===== config.mk =====
export PLATFORM = sky130hd
export DESIGN_NAME = vreg_lane_reader_flat
export DESIGN_NICKNAME = d
export VERILOG_FILES = /design/src/rtl/vreg_lane_reader_if.sv /design/src/rtl/vreg_lane_reader.sv /design/src/flat_wrapper.sv
export SDC_FILE = /design/constraint.sdc
export NUM_CORES = 1
export LEC_CHECK = 0
export CAP_MARGIN = 5
export CORE_AREA = 8 8 79 67
export CTS_BUF_LIST = sky130_fd_sc_hd__clkbuf_8
export DETAILED_ROUTE_END_ITERATION = 10
export DIE_AREA = 0 0 87 75
export PLACE_DENSITY_LB_ADDON = 0.05
export SYNTH_ARGS = -nofsm -noshare
export SYNTH_HDL_FRONTEND = slang
export SYNTH_SLANG_ARGS = --single-unit

===== constraint.sdc =====
create_clock -name clk -period 2.18 [get_ports clk]
set_clock_uncertainty 0.1 [all_clocks]
set_input_delay 0.436 -clock clk [delete_from_list [all_inputs] [get_ports clk]]
set_output_delay 0.436 -clock clk [all_outputs]
set_load 0.05 [all_outputs]

===== src/rtl/vreg_lane_reader_if.sv =====
// Bundle between the lane reader, the register bank read port and the
// vector ALU input stage.
//   start/reg_sel/busy : command side
//   rd_reg/rd_lane     : read address to bank; rd_data returns combinationally
//   out_*              : valid/ready lane stream towards the execution lanes
//   done               : one-cycle completion pulse
// Modport master is the reader; slave is its environment.
interface vreg_lane_reader_if #(
  parameter int unsigned N     = 24,
  parameter int unsigned LANES = 8,
  parameter int unsigned NREGS = 16
);
  localparam int unsigned LW = $clog2(LANES);
  localparam int unsigned RW = $clog2(NREGS);

  logic          start;
  logic [RW-1:0] reg_sel;
  logic          busy;
  logic [RW-1:0] rd_reg;
  logic [LW-1:0] rd_lane;
  logic [N-1:0]  rd_data;
  logic [N-1:0]  out_data;
  logic [LW-1:0] out_lane;
  logic          out_valid;
  logic          out_last;
  logic          out_ready;
  logic          done;

  modport master (
    input  start, reg_sel, rd_data, out_ready,
    output busy, rd_reg, rd_lane, out_data, out_lane, out_valid, out_last, done
  );

  modport slave (
    output start, reg_sel, rd_data, out_ready,
    input  busy, rd_reg, rd_lane, out_data, out_lane, out_valid, out_last, done
  );
endinterface


===== src/rtl/vreg_lane_reader.sv =====
// Read-side streamer for the vector register bank. A start command latches a
// register index; every lane of that register is then read from the bank and
// emitted in order, one lane per beat, on a valid/ready stream. done pulses
// for one cycle after the last beat is accepted.
// Ports:
//   clk  - clock, rising edge
//   rst  - asynchronous active-low reset
//   bus  - command, bank read and output stream signals (master modport)
module vreg_lane_reader #(
  parameter int unsigned N     = 24,
  parameter int unsigned LANES = 8,
  parameter int unsigned NREGS = 16
) (
  input  logic                clk,
  input  logic                rst,
  vreg_lane_reader_if.master  bus
);
  localparam int unsigned LW = $clog2(LANES);
  localparam int unsigned RW = $clog2(NREGS);

  typedef enum logic [1:0] {StIdle, StStream, StDrain} state_e;

  state_e        state_q, state_d;
  logic [RW-1:0] sel_q, sel_d;
  logic [LW-1:0] lane_q, lane_d;
  logic [N-1:0]  data_q, data_d;
  logic [LW-1:0] olane_q, olane_d;
  logic          valid_q, valid_d;
  logic          last_q, last_d;
  logic          done_q, done_d;

  logic slot_free;
  logic lane_is_last;

  // Output register can take a new beat when empty or being drained this cycle.
  assign slot_free    = !valid_q || bus.out_ready;
  assign lane_is_last = (lane_q == LW'(LANES - 1));

  always_comb begin
    state_d = state_q;
    sel_d   = sel_q;
    lane_d  = lane_q;
    data_d  = data_q;
    olane_d = olane_q;
    valid_d = valid_q;
    last_d  = last_q;
    done_d  = 1'b0;
    unique case (state_q)
      StIdle: begin
        if (bus.start) begin
          sel_d   = bus.reg_sel;
          lane_d  = '0;
          state_d = StStream;
        end
      end
      StStream: begin
        if (slot_free) begin
          // Bank read is combinational on rd_reg/rd_lane, so capture it directly.
          data_d  = bus.rd_data;
          olane_d = lane_q;
          valid_d = 1'b1;
          last_d  = lane_is_last;
          if (lane_is_last) begin
            lane_d  = '0;
            state_d = StDrain;
          end else begin
            lane_d = lane_q + 1'b1;
          end
        end
      end
      StDrain: begin
        if (valid_q && bus.out_ready) begin
          valid_d = 1'b0;
          last_d  = 1'b0;
          done_d  = 1'b1;
          state_d = StIdle;
        end
      end
      default: state_d = StIdle;
    endcase
  end

  always_ff @(posedge clk or negedge rst) begin
    if (!rst) begin
      state_q <= StIdle;
      sel_q   <= '0;
      lane_q  <= '0;
      data_q  <= '0;
      olane_q <= '0;
      valid_q <= 1'b0;
      last_q  <= 1'b0;
      done_q  <= 1'b0;
    end else begin
      state_q <= state_d;
      sel_q   <= sel_d;
      lane_q  <= lane_d;
      data_q  <= data_d;
      olane_q <= olane_d;
      valid_q <= valid_d;
      last_q  <= last_d;
      done_q  <= done_d;
    end
  end

  assign bus.rd_reg    = sel_q;
  assign bus.rd_lane   = lane_q;
  assign bus.out_data  = data_q;
  assign bus.out_lane  = olane_q;
  assign bus.out_valid = valid_q;
  assign bus.out_last  = last_q;
  assign bus.done      = done_q;
  assign bus.busy      = (state_q != StIdle);

endmodule

===== src/flat_wrapper.sv =====
// flat-port wrapper written by rule: the top's interface ports become plain ports
module vreg_lane_reader_flat 
#(
  parameter int unsigned N     = 24,
  parameter int unsigned LANES = 8,
  parameter int unsigned NREGS = 16
)
  (clk, rst, bus_start, bus_reg_sel, bus_rd_data, bus_out_ready, bus_busy, bus_rd_reg, bus_rd_lane, bus_out_data, bus_out_lane, bus_out_valid, bus_out_last, bus_done);
  vreg_lane_reader_if #(.N(N), .LANES(LANES), .NREGS(NREGS)) bus_i ();
  input  logic clk;
  input  logic rst;
  input wire logic [$bits(bus_i.start)-1:0] bus_start;
  input wire logic [$bits(bus_i.reg_sel)-1:0] bus_reg_sel;
  input wire logic [$bits(bus_i.rd_data)-1:0] bus_rd_data;
  input wire logic [$bits(bus_i.out_ready)-1:0] bus_out_ready;
  output wire logic [$bits(bus_i.busy)-1:0] bus_busy;
  output wire logic [$bits(bus_i.rd_reg)-1:0] bus_rd_reg;
  output wire logic [$bits(bus_i.rd_lane)-1:0] bus_rd_lane;
  output wire logic [$bits(bus_i.out_data)-1:0] bus_out_data;
  output wire logic [$bits(bus_i.out_lane)-1:0] bus_out_lane;
  output wire logic [$bits(bus_i.out_valid)-1:0] bus_out_valid;
  output wire logic [$bits(bus_i.out_last)-1:0] bus_out_last;
  output wire logic [$bits(bus_i.done)-1:0] bus_done;
  assign bus_i.start = bus_start;
  assign bus_i.reg_sel = bus_reg_sel;
  assign bus_i.rd_data = bus_rd_data;
  assign bus_i.out_ready = bus_out_ready;
  assign bus_busy = bus_i.busy;
  assign bus_rd_reg = bus_i.rd_reg;
  assign bus_rd_lane = bus_i.rd_lane;
  assign bus_out_data = bus_i.out_data;
  assign bus_out_lane = bus_i.out_lane;
  assign bus_out_valid = bus_i.out_valid;
  assign bus_out_last = bus_i.out_last;
  assign bus_done = bus_i.done;
  vreg_lane_reader #(.N(N), .LANES(LANES), .NREGS(NREGS)) u_core (.clk(clk), .rst(rst), .bus(bus_i));
endmodule

# Yosys cells after proc, flatten, opt, wreduce, memory -nomap -nowiden

Index checks and enable logic that the tools add are counted.

Flip-flop bits (word level): 39
Latch bits: 0
Memory bits (writable): 0
Memory bits (read-only): 0
Input port bits: 32
Output and inout bits: 38
Memories kept: 0

Add/subtract/negate cells: 1
$mul: 0
Div/mod/pow operators: 0
Magnitude comparators: 0
Equal/unequal tests: 7
Shift operators: 0
Mux-type cells: 16
Bitwise gates (word level): 0
Reduce and logical (&&, ||, !) cells: 12

Operator list:

| operator                                            | number |
|---|---|
| two-way mux 3 bit                                   | 3 |
| two-way mux 2 bit                                   | 4 |
| != test 2 x 1 -> 1 bit, second input constant       | 3 |
| one-hot mux 2 bit (3 select lines)                  | 1 |
| one-hot mux 3 bit (2 select lines)                  | 1 |
| AND reduction 3 bit                                 | 2 |
| nonzero test 2 bit                                  | 3 |
| two-way mux 1 bit                                   | 5 |
| one-hot mux 1 bit (2 select lines)                  | 2 |
| AND reduction 2 bit                                 | 2 |
| AND reduction 4 bit                                 | 1 |
| adder 3 x 1 -> 3 bit, second input constant         | 1 |
| equality test 3 bit, second input constant          | 1 |
| equality test 2 x 1 -> 1 bit, second input constant | 1 |
| equality test 2 bit, second input constant          | 1 |
| logical NOT 2 bit                                   | 1 |
| != test 2 bit, second input constant                | 1 |
| logical AND 1 bit                                   | 1 |
| logical NOT 1 bit                                   | 1 |
| logical OR 1 bit                                    | 1 |

# Longest topological paths before layout

Word-level depth: 4
Mapped depth: 5
Gate-level depth less buffers: 5

# Worst setup path before layout

Ideal clock, no wire load.

Kind: flip-flop to flip-flop
From: reg u_core.lane_q[0], in the netlist u_core.bus.rd_lane[0]
To: reg u_core.state_q[0]
Arrival time: 1.702 ns
Setup slack: 0.253 ns
Stages on the path, launching flop included: 6
Cells stage by stage: dfrtp_1 -> ha_1 -> ha_1 -> or2b_1 -> o221ai_2 -> mux2_2

Longest elaborated chain between the ends: 3

Ends and longest elaborated chain:

| item                                    | line                   | RTL |
|---|---|---|
| start, declared                         | vreg_lane_reader.sv:25 | `logic [LW-1:0] lane_q, lane_d;` |
| start signal, assigned                  | vreg_lane_reader.sv:96 | `lane_q <= lane_d;` |
| equality test 3 bit                     | vreg_lane_reader.sv:37 | `assign lane_is_last = (lane_q == LW'(LANES - 1));` |
| != test 2 x 1 -> 1 bit (no source line) | --                     |  |
| AND reduction 4 bit (no source line)    | --                     |  |
| end signal, assigned                    | vreg_lane_reader.sv:85 | `state_q <= StIdle;` |
| end signal, assigned                    | vreg_lane_reader.sv:94 | `state_q <= state_d;` |
| end, declared                           | vreg_lane_reader.sv:23 | `state_e state_q, state_d;` |

Every way passes these cells.
A chain may end at the register's enable or synchronous reset.

# Final worst setup path

From: reg u_core.lane_q[0], in the netlist u_core.bus.rd_lane[0]
To: out bus_rd_lane[0]

RTL lines:

| item          | line               | RTL |
|---|---|---|
| end, declared | flat_wrapper.sv:18 | `output wire logic [$bits(bus_i.rd_lane)-1:0] bus_rd_lane;` |

No word-level cell between the ends.

==> reports/results.ini <==
[power]
p_int_mw=2.55
power_switching_mw=2.03
power_frac_seq_pct=26.6
power.total_mw=4.59
swShare_pct=44.3
combinationalPowerShare_pct=58.5
clockPowerShare_pct=14.9
p_leak_nw=1.12
p_per_area_mw_per_mm2=1810
peakVddDrop_v=0.00119

[clocking]
cts_buffers=5
cts_num_sinks=39
path_clk_slew_ns=0.07
root_buffer=clkbuf_8
cts_hold_buffers=0
cts_resized=0
tritoncts=built
htreeDepth=2
clock_latency_ns=0.28
clockBufferDepth=2
cts_setup_buffers=0

[final_layout]
syn_to_final_growth_pct=54.0
post-route-util_pct=63.0
diodes=0
num-nets-final=221
layout.cells.most_common_list=66 x clkdlybuf4s50_1, 39 x dfrtp_1, 35 x mux2_2
drive_gt1_share_pct=26.2
layout_commonest_cell=clkdlybuf4s50_1
largest_register_ffs=24

[job]
drv_cap=0

[detailed_routing]
drtPass1Iterations=3
wl_per_cell_um=15.3
drc=0
dr.first_iter.drc_count=32
ant_nets=0
wirelength_um=3680
detail_route.vias_per_cell=4.57
vias=1096

[global_route]
grt_pass1_vias=1212
grt_max_degree=40
antenna_found_initial=0
grt_overflow=0
grt_pass1_wl_um=5970
grtUsageTotal_pct=12.0

[timing]
min_period_ns=2.10
hold_viol=0
setup_viol=0
worst_pin_slew_ns=0.830
fmax_mhz=476
relSlewSlack_pct=44.7
period_share_pct=96.4
setup_tns_ns=0
maxSlewViolCount=0
rsz0062_at_grt=false

[floorplan]
num_rows=21
fp.dieW_um=87
io_pins=70
die_area_mm2=0.00653
chipHeight_um=75
coreArea_mm2=0.00402
initial_utilization_pct=40.9

[critical_path]
crit_fanout=5
path_class=flip-flop to output port
startpoint=u_core.bus.rd_lane[0]
crit_family=buffers and inverters
slowest_delay_ns=0.85
path_buf_inv=1
cp.arrival_ns=1.57
r2r-start=u_core.state_q[1]
cp-start-kind=flip-flop
cp-end-kind=output port
required_ns=1.64
cp_cell_sequence=clkdlybuf4s50_1
crit_path_top_delay_cell=clkdlybuf4s50_1

[placed_design]
port-buffer-count=69
hpwl_um=2850
gp_congestion=0.810

[synth]
avgSynthCellArea_um2=15.4
yosys_register_bits=39
syn_nets=146
ys_seq_area_share_pct=59.4
netlist_area_mm2=0.00164
yosys_warnings=0
yosysUniqueCellTypes=18
synthCells=107

[status]
status=complete, no violations

[hold_path]
holdCritPathClass=input port to async pin

[metrics by stage]
stage | std cells | worst slack (ns) | area [um2] | hold slack (ns)
finish | 240 | 0.0787 | 2530 | 0.152
global route | 240 | 0.00122 | 2530 | 0.208
CTS | 240 | 0.0631 | 2530 | 0.178
detailed placement | 232 | 0.179 | 2400 | 0.388
global placement | 232 | 0.200 | 2400 | 0.376
floorplan | 107 | 0.253 | 1640 | 0.0404
[final cells by class]
class | instances | area, um2
Clock buffer | 5 | 68.8
Clock inverter | 3 | 63.8
Fill cell | 307 | 1490
Inverter | 7 | 26.3
Multi-Input combinational cell | 59 | 612
Sequential cell | 39 | 976
Tap cell | 57 | 71.3
Timing Repair Buffer | 70 | 713
[power by group through the flow]
stage	clock network, mW	logic, mW	registers, mW
after global routing	0.738	2.81	1.27
after global placement	0	2.67	1.21
after detailed placement	0	2.71	1.24
after floorplan	0	0.756	2.29
final	0.684	2.68	1.22
after CTS	0.709	2.72	1.23
[cell families after synthesis]
kind of cell,Yosys count,share of synthesized area [%]
mux,39,26.5
flops,39,59.4
buf+inv,9,3.43
simple gates,8,2.51
fa+ha+maj,7,5.33
compound gates,5,2.89
[cell usage after synthesis]
cell      instances  area share (%)
and2_1            1            0.38
mux2i_1           3             1.8
a31oi_1           1            0.38
buf_8             2             1.8
mux2_2           35              24
or2b_1            1            0.46
inv_1             7             1.6
dfrtp_1          39              59
mux2_1            1            0.68
o221ai_2          1            0.91
ha_1              7             5.3
nor2b_1           1            0.38
nand2_1           2            0.46
o21ai_1           1            0.30
nor2_1            2            0.46
and3_1            1            0.38
a21oi_1           1            0.30
o21ai_4           1            0.99
[routing by layer]
| metal | GRT usage, % | wire (um) | part of all wire (%) |
|---|---|---|---|
| met1 | 13.0 | 1410 | 38 |
| met5 | 0 | 0 | 0 |
| met2 | 19.4 | 1810 | 49 |
| met4 | 3.43 | 20 | 0.54 |
| met3 | 7.31 | 436 | 12 |
[path summary, 6_finish.rpt]
| check | to | slack, ns | depth (start not counted) |
|---|---|---|---|
| worst min-delay path | u_core.state_q[1] | 0.15 | 1 |
| worst max-delay path | bus_rd_lane[0] | 0.08 | 1 |
| max in group asynchronous | u_core.bus.out_data[14] | 1.30 | 1 |
| worst min register to register | u_core.bus.out_data[22] | 0.40 | 1 |
| min in group clk | u_core.bus.out_data[22] | 0.40 | 1 |
| worst max register to register | u_core.bus.rd_lane[0] | 0.32 | 5 |
No activity file was read; power rests on OpenSTA's default activity.
